===== config.mk =====
export PLATFORM = sky130hd
export DESIGN_NAME = divider_signed
export DESIGN_NICKNAME = d
export VERILOG_FILES = /design/src/rtl/divider_signed.sv
export SDC_FILE = /design/constraint.sdc
export NUM_CORES = 1
export LEC_CHECK = 0
export CORE_UTILIZATION = 55
export CTS_BUF_LIST = sky130_fd_sc_hd__clkbuf_8 sky130_fd_sc_hd__clkbuf_16
export CTS_CLUSTER_DIAMETER = 150
export CTS_CLUSTER_SIZE = 14
export DETAILED_ROUTE_END_ITERATION = 6
export DONT_BUFFER_PORTS = 1
export HOLD_SLACK_MARGIN = 0.12
export PLACE_DENSITY = 0.68
export SYNTH_ARGS = -nofsm -noshare
export SYNTH_HDL_FRONTEND = slang
export SYNTH_SLANG_ARGS = --single-unit

===== constraint.sdc =====
create_clock -name clock -period 3.7 [get_ports clock]
set_input_delay 0.925 -clock clock [delete_from_list [all_inputs] [get_ports clock]]
set_output_delay 0.925 -clock clock [all_outputs]
set_load 0.005 [all_outputs]

===== src/rtl/divider_signed.sv =====
// Signed restoring divider: DW-bit dividend by VW-bit divisor, truncating toward zero.
// One quotient bit per cycle on magnitudes, followed by a single sign-fix cycle.
module divider_signed #(
  parameter int DW = 12,
  parameter int VW = 4
) (
  input  logic          clock,
  input  logic          reset_n,
  input  logic          start,
  input  logic [DW-1:0] y,
  input  logic [VW-1:0] b,
  output logic          busy,
  output logic          done,
  output logic [DW-1:0] q,
  output logic [VW-1:0] r,
  output logic          div_zero,
  output logic          ovf
);

  localparam int CW = $clog2(DW + 1);

  typedef enum logic [1:0] {IDLE, CALC, FIX, DONE} state_t;

  state_t          state_reg, state_next;
  logic [CW-1:0]   cnt_reg;
  logic [DW-1:0]   y_reg;
  logic [VW-1:0]   b_reg;
  logic [DW-1:0]   quo_reg;
  logic [DW:0]     rem_reg;
  logic [DW:0]     dvs_reg;

  logic            accept;
  logic            b_zero;
  logic [DW:0]     y_ext, b_ext, mag_y, mag_b;
  logic [DW:0]     trial, diff;
  logic            ge;
  logic            neg_q;
  logic [DW-1:0]   quo_signed;
  logic [VW-1:0]   rem_low, rem_signed;
  logic            min_by_neg1;

  assign accept = start && ((state_reg == IDLE) || (state_reg == DONE));
  assign busy   = (state_reg == CALC) || (state_reg == FIX);
  assign b_zero = (b_reg == '0);

  // Magnitudes carry one extra bit so the most negative operands negate exactly.
  assign y_ext = {y_reg[DW-1], y_reg};
  assign b_ext = {{(DW + 1 - VW){b_reg[VW-1]}}, b_reg};
  assign mag_y = y_reg[DW-1] ? -y_ext : y_ext;
  assign mag_b = b_reg[VW-1] ? -b_ext : b_ext;

  assign trial = {rem_reg[DW-1:0], quo_reg[DW-1]};
  assign diff  = trial - dvs_reg;
  assign ge    = (trial >= dvs_reg);

  assign neg_q       = y_reg[DW-1] ^ b_reg[VW-1];
  assign quo_signed  = neg_q ? -quo_reg : quo_reg;
  assign rem_low     = rem_reg[VW-1:0];
  assign rem_signed  = y_reg[DW-1] ? -rem_low : rem_low;
  assign min_by_neg1 = (y_reg == {1'b1, {(DW-1){1'b0}}}) && (&b_reg);

  always_comb begin
    state_next = state_reg;
    case (state_reg)
      IDLE: if (start) state_next = CALC;
      CALC: begin
        // The first CALC cycle loads the magnitudes; a zero divisor leaves right there.
        if (cnt_reg == '0 && b_zero)
          state_next = DONE;
        else if (cnt_reg == CW'(DW))
          state_next = FIX;
      end
      FIX:  state_next = DONE;
      DONE: state_next = start ? CALC : IDLE;
      default: state_next = IDLE;
    endcase
  end

  always_ff @(posedge clock or negedge reset_n) begin
    if (!reset_n) begin
      state_reg <= IDLE;
      cnt_reg   <= '0;
      y_reg     <= '0;
      b_reg     <= '0;
      quo_reg   <= '0;
      rem_reg   <= '0;
      dvs_reg   <= '0;
      done      <= 1'b0;
      q         <= '0;
      r         <= '0;
      div_zero  <= 1'b0;
      ovf       <= 1'b0;
    end else begin
      state_reg <= state_next;
      done      <= (state_next == DONE);
      if (accept) begin
        y_reg    <= y;
        b_reg    <= b;
        cnt_reg  <= '0;
        div_zero <= 1'b0;
        ovf      <= 1'b0;
      end
      case (state_reg)
        CALC: begin
          cnt_reg <= cnt_reg + 1'b1;
          if (cnt_reg == '0) begin
            if (b_zero) begin
              q        <= '1;
              r        <= '0;
              div_zero <= 1'b1;
            end else begin
              quo_reg <= mag_y[DW-1:0];
              dvs_reg <= mag_b;
              rem_reg <= '0;
            end
          end else begin
            rem_reg <= ge ? diff : trial;
            quo_reg <= {quo_reg[DW-2:0], ge};
          end
        end
        FIX: begin
          q   <= quo_signed;
          r   <= rem_signed;
          ovf <= min_by_neg1;
        end
        default: ;
      endcase
    end
  end

endmodule


Word level (Yosys, flattened, before mapping)
Index checks and enable logic that the tools add are counted.

storage, ports and cells
  register bits = 78
  output and inout port bits = 20
  bits of input ports = 19
  logic and storage cells = 73

cells by class
  bitwise operators = 2
  equal/unequal tests = 9
  multiplexer cells = 28
  $add $sub $neg = 6
  order comparisons = 1
  reductions and logical operators = 15

operator list
  operator              number
  $mux 12               9
  $neg 12->12           2
  $pmux 12 s2           1
  $mux 4                5
  $ge 13x13->1          1
  $mux 13               1
  $neg 13->13           1
  $eq 12x12->1 const B  1
  $sub 12x12->12        1
  $logic_not 4->1       2
  $pmux 2 s4            1
  $pmux 4 s2            1
  $mux 1                7
  $eq 2x2->1 const B    3
  $mux 2                3
  $reduce_and 3->1      2
  $reduce_bool 2->1     3
  $add 4x1->4 const B   1
  $eq 4x4->1 const B    1
  $ne 2x2->1 const B    2
  $neg 4->4             1
  $reduce_and 4->1      1
  $logic_and 1x1->1     3
  $eq 2x1->1 const B    1
  other kinds (6)       7

Logic depth before layout (Yosys ltp)
Gate-level depths: netlist (run 1).

  depth in word-level cells = 7
  depth in mapped cells = 10
  mapped depth without buffers = 10

Worst setup path before layout (run 1)
Ideal clock, no wire load.

  path type = reg-to-reg
  start = register quo_reg[11]
  end = register rem_reg[10]
  data arrival time = 2053 ps
  library setup time = 130 ps
  stages on the path, launching flop included = 11
  path buffers = 0
  required time = 3570 ps
  period minus slack after synthesis = 2182 ps
  slack = 1518 ps
  cells stage by stage = dfrtp_1 inv_1 ha_1 inv_1 fa_1 a21o_1 a221oi_1 o221ai_1 xor2_1 mux2i_1 o21ai_0

between the ends
  cells in the longest elaborated chain, start to end = 3
  elaborated cells between the ends (all ways) = 4
  classes of those cells = add/sub: 1; order compare: 1; mux: 2

ends and longest elaborated chain
  item                                            RTL line  source
  from (decl)                                     28        logic [DW-1:0] quo_reg;
  from (signal assigned)                          112       quo_reg <= mag_y[DW-1:0];
  from (signal assigned)                          118       quo_reg <= {quo_reg[DW-2:0], ge};
  $sub 12x12->12 or $ge 13x13->1 (tied branches)  53, 54
  $mux 12 *                                       117       rem_reg <= ge ? diff : trial;
  $mux 12 *                                       106       if (cnt_reg == '0) begin
  to (signal assigned)                            117
  to (decl)                                       29        logic [DW:0] rem_reg;

Mark *: on every way between the ends. The rest lies on a longest branch, timed or not.
A chain may end at the register's enable or synchronous reset.

Worst setup path in the final report (run 1)
  start = register rem_reg[2]
  end = register rem_reg[5]

between the ends
  cells in the longest elaborated chain, start to end = 3
  elaborated cells between the ends (all ways) = 4
  classes of those cells = add/sub: 1; order compare: 1; mux: 2

ends and longest elaborated chain
  item                                            RTL line
  $sub 12x12->12 or $ge 13x13->1 (tied branches)  53, 54
  $mux 12 *                                       117
  $mux 12 *                                       106

Marks and branches as above.

==> results by group, run 1 <==
Timing
  – Final hold slack: 0.268 ns
  – RSZ-0062 raised after global routing: false
  – Slew Limit Fails: 0
  – Fmax: 389 MHz
  – Setup TNS: 0 ns
  – Final setup fails: 0
  – Tcrit/Tclk final: 69.4%
  – Slew Limit Headroom: 34.9%
  – Clock skew: 0.00677 ns
  – Final hold vios: 0
  – Slew @ Worst Pin: 0.973 ns
  – Fin crit period: 2.57 ns

Finish
  – Design area: 4540 um^2
  – Antenna cells: 0
  – Layout cells sized above 1: 8.69%
  – Layout Nets: 488
  – P&R area growth vs syn: 6.73%
  – Final core utilization: 61.7%

Synth
  – Number of flops mapped to enable cells by yosys: 0
  – Seq cells post-synth: 73
  – Compound-Gate Fraction of Synth Area: 17.3%
  – Mux cell area share after synthesis: 6.99%
  – Primary FF master, synth: dfrtp_1
  – Most common cell in the netlist: dfrtp_1
  – Adder-cell share of the synthesized area: 7.52%
  – Largest family of logic cells by synthesized area: compound AO/OA/AOI/OAI gates
  – Yosys top cell by area: dfrtp_1
  – Top post-synthesis cells by area: dfrtp_1 (43%), ha_1 (7.1%), o21ai_0 (5.2%), nand2_1 (4.8%), mux2_2 (3.7%)
  – Area fraction in and, or, nand and nor cells after synthesis: 14.0%
  – Ys Warns: 0
  – Sequential element share of the synthesized area: 42.9%
  – Most frequent cells after synthesis: dfrtp_1 (73), nand2_1 (54), o21ai_0 (44)
  – Post-synthesis xor/xnor area fraction: 6.79%
  – Synthesized area per cell: 9.46 um^2
  – Ys async rst share: 100%
  – Synth unique cells: 49
  – Mapped Nets: 494
  – Post-Synthesis Cells: 450
  – Top cell type's share of synthesized area: 42.9%
  – Post-Syn Area: 4260 um^2

Clock network
  – Clock Path Buffers: 2
  – CTS resizes: 0
  – H-tree depth: 3
  – Worst-Skew Late Latency: 0.34 ns
  – Root buf cell: clkbuf_8
  – Clock-pin slew on the worst setup and hold paths: 0.08 ns
  – CTS tree: yes
  – CTS sink cnt: 73
  – Num CTS Buffers: 9
  – # Post-CTS Setup Buffers: 0
  – CTS Hold Buffers Added: 0

Floorplan
  – Die Height: 90.0 um
  – # IOs: 39
  – Die X: 90.0 um
  – Num rows: 31
  – Core ar.: 7370 um^2
  – Initial Utilization: 57.8%
  – Die ar.: 8100 um^2

Power
  – PD cells: 1060 nW/um^2
  – Final Power: 4.83 mW
  – Leakage: 1.99 nW
  – Maximum VDD drop: 0.452 mV

Critical path
  – Crit path DAT: 2.78 ns
  – Required time worst endpoint: 3.91 ns
  – Critical Path Source: rem_reg[2]
  – Crit Path Max Fanout: 16
  – Setup CP Type: register to register
  – CP Launch Type: register
  – Reg2reg end: rem_reg[5]
  – FF-to-FF path depth: 7
  – R2r setup slk: 1.13 ns
  – Crit end category: register
  – Worst r2r src: rem_reg[2]

Routing
  – DRC: 0
  – Vias: 3,151
  – Wire per inst: 15.8 um
  – Mean number of vias per cell: 5.75
  – Drt total wl: 8.64 mm
  – Antenna Nets Post-Route: 0
  – Initial DRC Count: 155
  – DRT Pass-1 Iters: 4

GRT
  – Pin count of the biggest net entering global routing: 74
  – First-pass GRT wire length: 14.8 mm
  – Total GRT Usage: 22.7%
  – Initial antenna violation count: 0
  – Grt ovf: 0
  – Number of global-route vias before repair: 3,067

Worst hold path
  – Hold Crit Class: primary input to async pin

Place
  – Cell Area, Placed: 4330 um^2
  – HPWL after DPL: 6.34 mm
  – GPL Wtd Cong: 0.849
  – I/O Buffers: 0

Run status
  – Status: finished clean

Job
  – Max cap viols: 0
[critical path: stages (launching register included)]
cell,delay (ns)
dfrtp_1,0.46
ha_1,0.38
nand2_1,0.11
a211oi_1,0.49
o21ai_0,0.22
o211ai_2,0.39
mux2i_1,0.28
o21ai_0,0.11
[cell usage in the layout, fill, tap and decap left out, types with 4 or more instances in the layout]
cell / count
nand2_1: 54
inv_1: 26
nand2b_1: 4
xor2_1: 15
o22a_1: 12
nor3_1: 10
nand4_1: 5
a211oi_1: 4
nor2_1: 28
buf_4: 4
o21ai_0: 44
a21oi_1: 21
mux2_2: 14
clkbuf_8: 9
ha_1: 24
nor2b_1: 7
a31oi_1: 7
mux2i_1: 14
xnor2_1: 18
dfrtp_1: 73
o31ai_1: 4
nand3_1: 8
[cell type report]
class,instances,area (um^2)
well taps,99,124
clock buffers,9,124
fillers,632,2830
flip-flops and latches,73,1830
clock inverters,7,93.8
repair buffers,4,30.0
inverters,26,97.6
multi-input cells,330,2250
[cells by family (layout without fill, tap and decap cells)]
group,Yosys count,after routing
and+or+nand+nor,129,129
AOI/OAI and AO/OA,115,115
DFF,73,73
buffers and inverters,47,46
xor gates and xnor gates,33,33
muxes,28,28
adders and majority gates,25,25
[layer usage]
| layer | vias to the layer above | global-route usage (%) | part of all wire [%] |
|---|---|---|---|
| met5 | - | 0 | 0 |
| met4 | 0 | 6.05 | 0.83 |
| met3 | 5 | 5.25 | 4.5 |
| met2 | 74 | 35.6 | 45 |
| met1 | 1502 | 31.9 | 50 |
| li1 | 1570 | - | - |
[power breakdown]
group / switching (mW) / internal [mW] / leakage, nW / total (mW)
Sequential: 0.358 / 1.15 / 0.907 / 1.50
Combinational: 1.47 / 1.17 / 0.974 / 2.64
Clock: 0.304 / 0.379 / 0.106 / 0.684
[worst max-delay path by stage]
stage                  endpoint  slack [ns]  cells after the start
floorplan           rem_reg[10]        1.52                     10
global placement    rem_reg[10]        1.21                     10
detailed placement         q[9]        1.13                      8
CTS                        r[3]        1.13                      8
global route               r[3]        0.85                      8
finish               rem_reg[5]        1.13                      7
[per-stage QoR]
stage | std cells | setup WS (ns)
finish | 548 | 1.13
global route | 548 | 0.847
CTS | 548 | 1.13
detailed placement | 532 | 1.13
global placement | 532 | 1.21
floorplan | 450 | 1.52
Note: power is estimated with default switching activity, not from simulation.
==> inputs of run 2 (changes only) <==
Clock period 3.7 ns to 2.65 ns, I/O delays scaled along.
==> results by group, run 2 (synthesis gave the netlist of run 1 again) <==
Run status
  – Status: finished clean

Timing
  – Final hold vios: 0 (unchanged)
  – Final setup fails: 0 (unchanged)
  – Setup TNS: 0 ns (unchanged)
  – Fmax: 410 MHz (+5.4%)
  – Clock skew: 0.0114 ns (+0.00465 ns)
  – Slew @ Worst Pin: 0.961 ns (-0.0119 ns)
  – Setup WS post-layout: 0.212 ns (-0.919 ns)
  – Final hold slack: 0.189 ns (-0.0795 ns)
  – Slew Limit Headroom: 35.5% (+0.63 points)
  – RSZ-0062 raised after global routing: false
  – Tcrit/Tclk final: 92.0% (+23 points)
  – Slew Limit Fails: 0 (unchanged)
  – Fin crit period: 2.44 ns (-0.131 ns)

Routing
  – Wire length on met2: 3.55 mm (-7.8%)
  – Initial DRC Count: 232 (+50%)
  – DRC: 0 (unchanged)
  – DRT Pass-1 Iters: 4 (unchanged)
  – Vias: 3,134 (-0.54%)
  – Met3 wire length: 346 um (-10%)
  – Drt total wl: 8.50 mm (-1.6%)
  – Mean number of vias per cell: 5.69 (-1.1%)
  – WL met1: 4.42 mm (+2.1%)
  – Uppermost layer routed: met4
  – Wire per inst: 15.4 um (-2.1%)
  – Antenna Nets Post-Route: 0 (unchanged)

Floorplan
  – Die Height: 90.0 um (unchanged)
  – Die ar.: 8100 um^2 (unchanged)
  – Num rows: 31 (unchanged)
  – Core ar.: 7370 um^2 (unchanged)
  – Die X: 90.0 um (unchanged)
  – # IOs: 39 (unchanged)
  – Initial Utilization: 57.8% (unchanged)

GRT
  – First-pass GRT wire length: 15.0 mm (+1.4%)
  – Number of global-route vias before repair: 2,999 (-2.2%)
  – Grt ovf: 0 (unchanged)
  – Initial antenna violation count: 0 (unchanged)
  – Pin count of the biggest net entering global routing: 74 (unchanged)
  – Total GRT Usage: 23.4% (+0.72 points)

Place
  – Dpl cells: 535 (+0.56%)
  – GPL Wtd Cong: 0.862 (+1.5%)
  – I/O Buffers: 0 (unchanged)
  – HPWL after DPL: 6.24 mm (-1.6%)
  – DP Worst Slack: 0.170 ns (-0.963 ns)

Clock network
  – Clock Path Buffers: 2 (unchanged)
  – CTS sink cnt: 73 (unchanged)
  – Clock-pin slew on the worst setup and hold paths: 0.08 ns (about the same)
  – Root buf cell: clkbuf_8
  – Worst-Skew Late Latency: 0.35 ns (about the same)
  – CTS tree: yes
  – H-tree depth: 3 (unchanged)
  – Num CTS Buffers: 9 (unchanged)

Critical path
  – FF-to-FF path depth: 8 (+1)
  – Critical Path Source: dvs_reg[10]
  – Critical path's largest stage delay: 0.36 ns (-0.13 ns)
  – Crit end category: register
  – Cells along the critical path: inv_1 -> ha_1 -> a21o_1 -> a211o_1 -> o21ai_0 -> o211ai_4 -> o21ai_0 -> o21ai_0
  – Worst r2r src: dvs_reg[10]
  – Reg2reg end: quo_reg[0]
  – Kind of cell adding the most delay to the critical path: compound AO/OA/AOI/OAI gates
  – Required time worst endpoint: 2.88 ns (-1.03 ns)
  – Crit path buffers/inverters: 1 (+1)
  – Highest-delay cell along the critical path: dfrtp_1
  – R2r setup slk: 0.21 ns (-0.92 ns)
  – Crit path DAT: 2.66 ns (-0.12 ns)
  – CP Launch Type: register
  – Most frequent cell on the critical path: o21ai_0
  – Worst path depth: 8 (+1)
  – Setup CP Type: register to register
  – Crit Path Max Fanout: 16 (unchanged)
  – Setup crit end: quo_reg[0]

Finish
  – Fillers: 635 (+0.47%)
  – P&R area growth vs syn: 7.46%
  – Layout Nets: 492 (+0.82%)
  – Commonest non-fill, non-tap cell in the layout: dfrtp_1
  – Antenna cells: 0 (unchanged)
  – Most frequent cells in the layout: dfrtp_1 (73), nand2_1 (54), o21ai_0 (44)
  – Layout cells sized above 1: 9.29% (+0.61 points)
  – Non-filler cells in the finished layout: 551 (+0.55%)

Power
  – Comb power frac: 56.1% (+1.4 points)
  – P_int: 3.71 mW (+38%)
  – Maximum VDD drop: 0.721 mV (+59%)
  – PD cells: 1460 nW/um^2 (+38%)
  – Leakage: 2.01 nW (+1.0%)
  – Clock power frac: 12.5% (-1.7 points)
  – Seq pwr share: 31.4% (+0.2 points)
  – Switching share of power: 44.5% (+0.27 points)
  – P_sw: 2.97 mW (+39%)

Job
  – Max cap viols: 0 (unchanged)

Worst hold path
  – Hold Crit Class: primary input to async pin
-- run 2: cell count changes in the layout (fill, tap and decap cells not counted), sizes merged --
cell      previous run  this run
inv                 27        28
bufinv               2         1
clkinvlp             2         1
buf                  4         8
-- run 2: stage by stage --
stage | utilization (%) | total power [mW] | area, um^2
6_report | 62.1 | 6.68 | 4580
5_1_grt | 62.1 | 7.36 | 4580
3_5_place_dp | 59.0 | 5.81 | 4350
3_3_place_gp | 59.0 | 5.74 | 4350
4_1_cts | 61.9 | 6.68 | 4560
2_1_floorplan | - | 5.02 | 4260
-- run 2: layer usage --
metal / GRT usage (%) / up-vias
met1: 35.5 / 1475
li1: - / 1579
met3: 3.98 / 15
met2: 32.2 / 65
met5: 0 / -
met4: 11.6 / 0
-- run 2: worst min-delay path by stage --
stage               cells past startpoint       end  slack (ns)
global route                            1      q[5]        0.21
finish                                  1      q[0]        0.19
global placement                        0      q[0]        0.37
CTS                                     1      q[0]        0.19
floorplan                               0  b_reg[0]        0.37
detailed placement                      0      q[0]        0.37
-- run 2: power groups by stage --
| stage | sequential (mW) | clock, mW | combinational (mW) |
|---|---|---|---|
| after floorplan | 1.96 | 0 | 3.07 |
| after global placement | 2.10 | 0 | 3.64 |
| after detailed placement | 2.12 | 0 | 3.69 |
| after CTS | 2.10 | 0.858 | 3.73 |
| after global routing | 2.18 | 0.897 | 4.28 |
| final | 2.10 | 0.835 | 3.75 |
-- run 2: layout make-up --
class	instances	area [um^2]	area share [%]
repair buffers	8	80.1	1.75
clock inverters	6	60.1	1.31
inverters	26	97.6	2.13
clock buffers	9	124	2.71
multi-input cells	330	2260	49.5
flip-flops and latches	73	1830	39.9
well taps	99	124	2.71
-- run 2: worst register-to-register path: stages (launching register included) --
cell and delay [ns]:
dfrtp_1 0.36, inv_1 0.13, ha_1 0.30, a21o_1 0.25, a211o_1 0.26, o21ai_0 0.31
o211ai_4 0.27, o21ai_0 0.32, o21ai_0 0.12
-- run 2: timing repair --
| item | in CTS | in global routing |
|---|---|---|
| setup endpoints to repair | 0 | 4 |
| setup buffers | 0 | 0 |
| hold endpoints to repair | 73 | 0 |
| gates resized for setup | 0 | 2 |
| hold buffers | 1 | 0 |
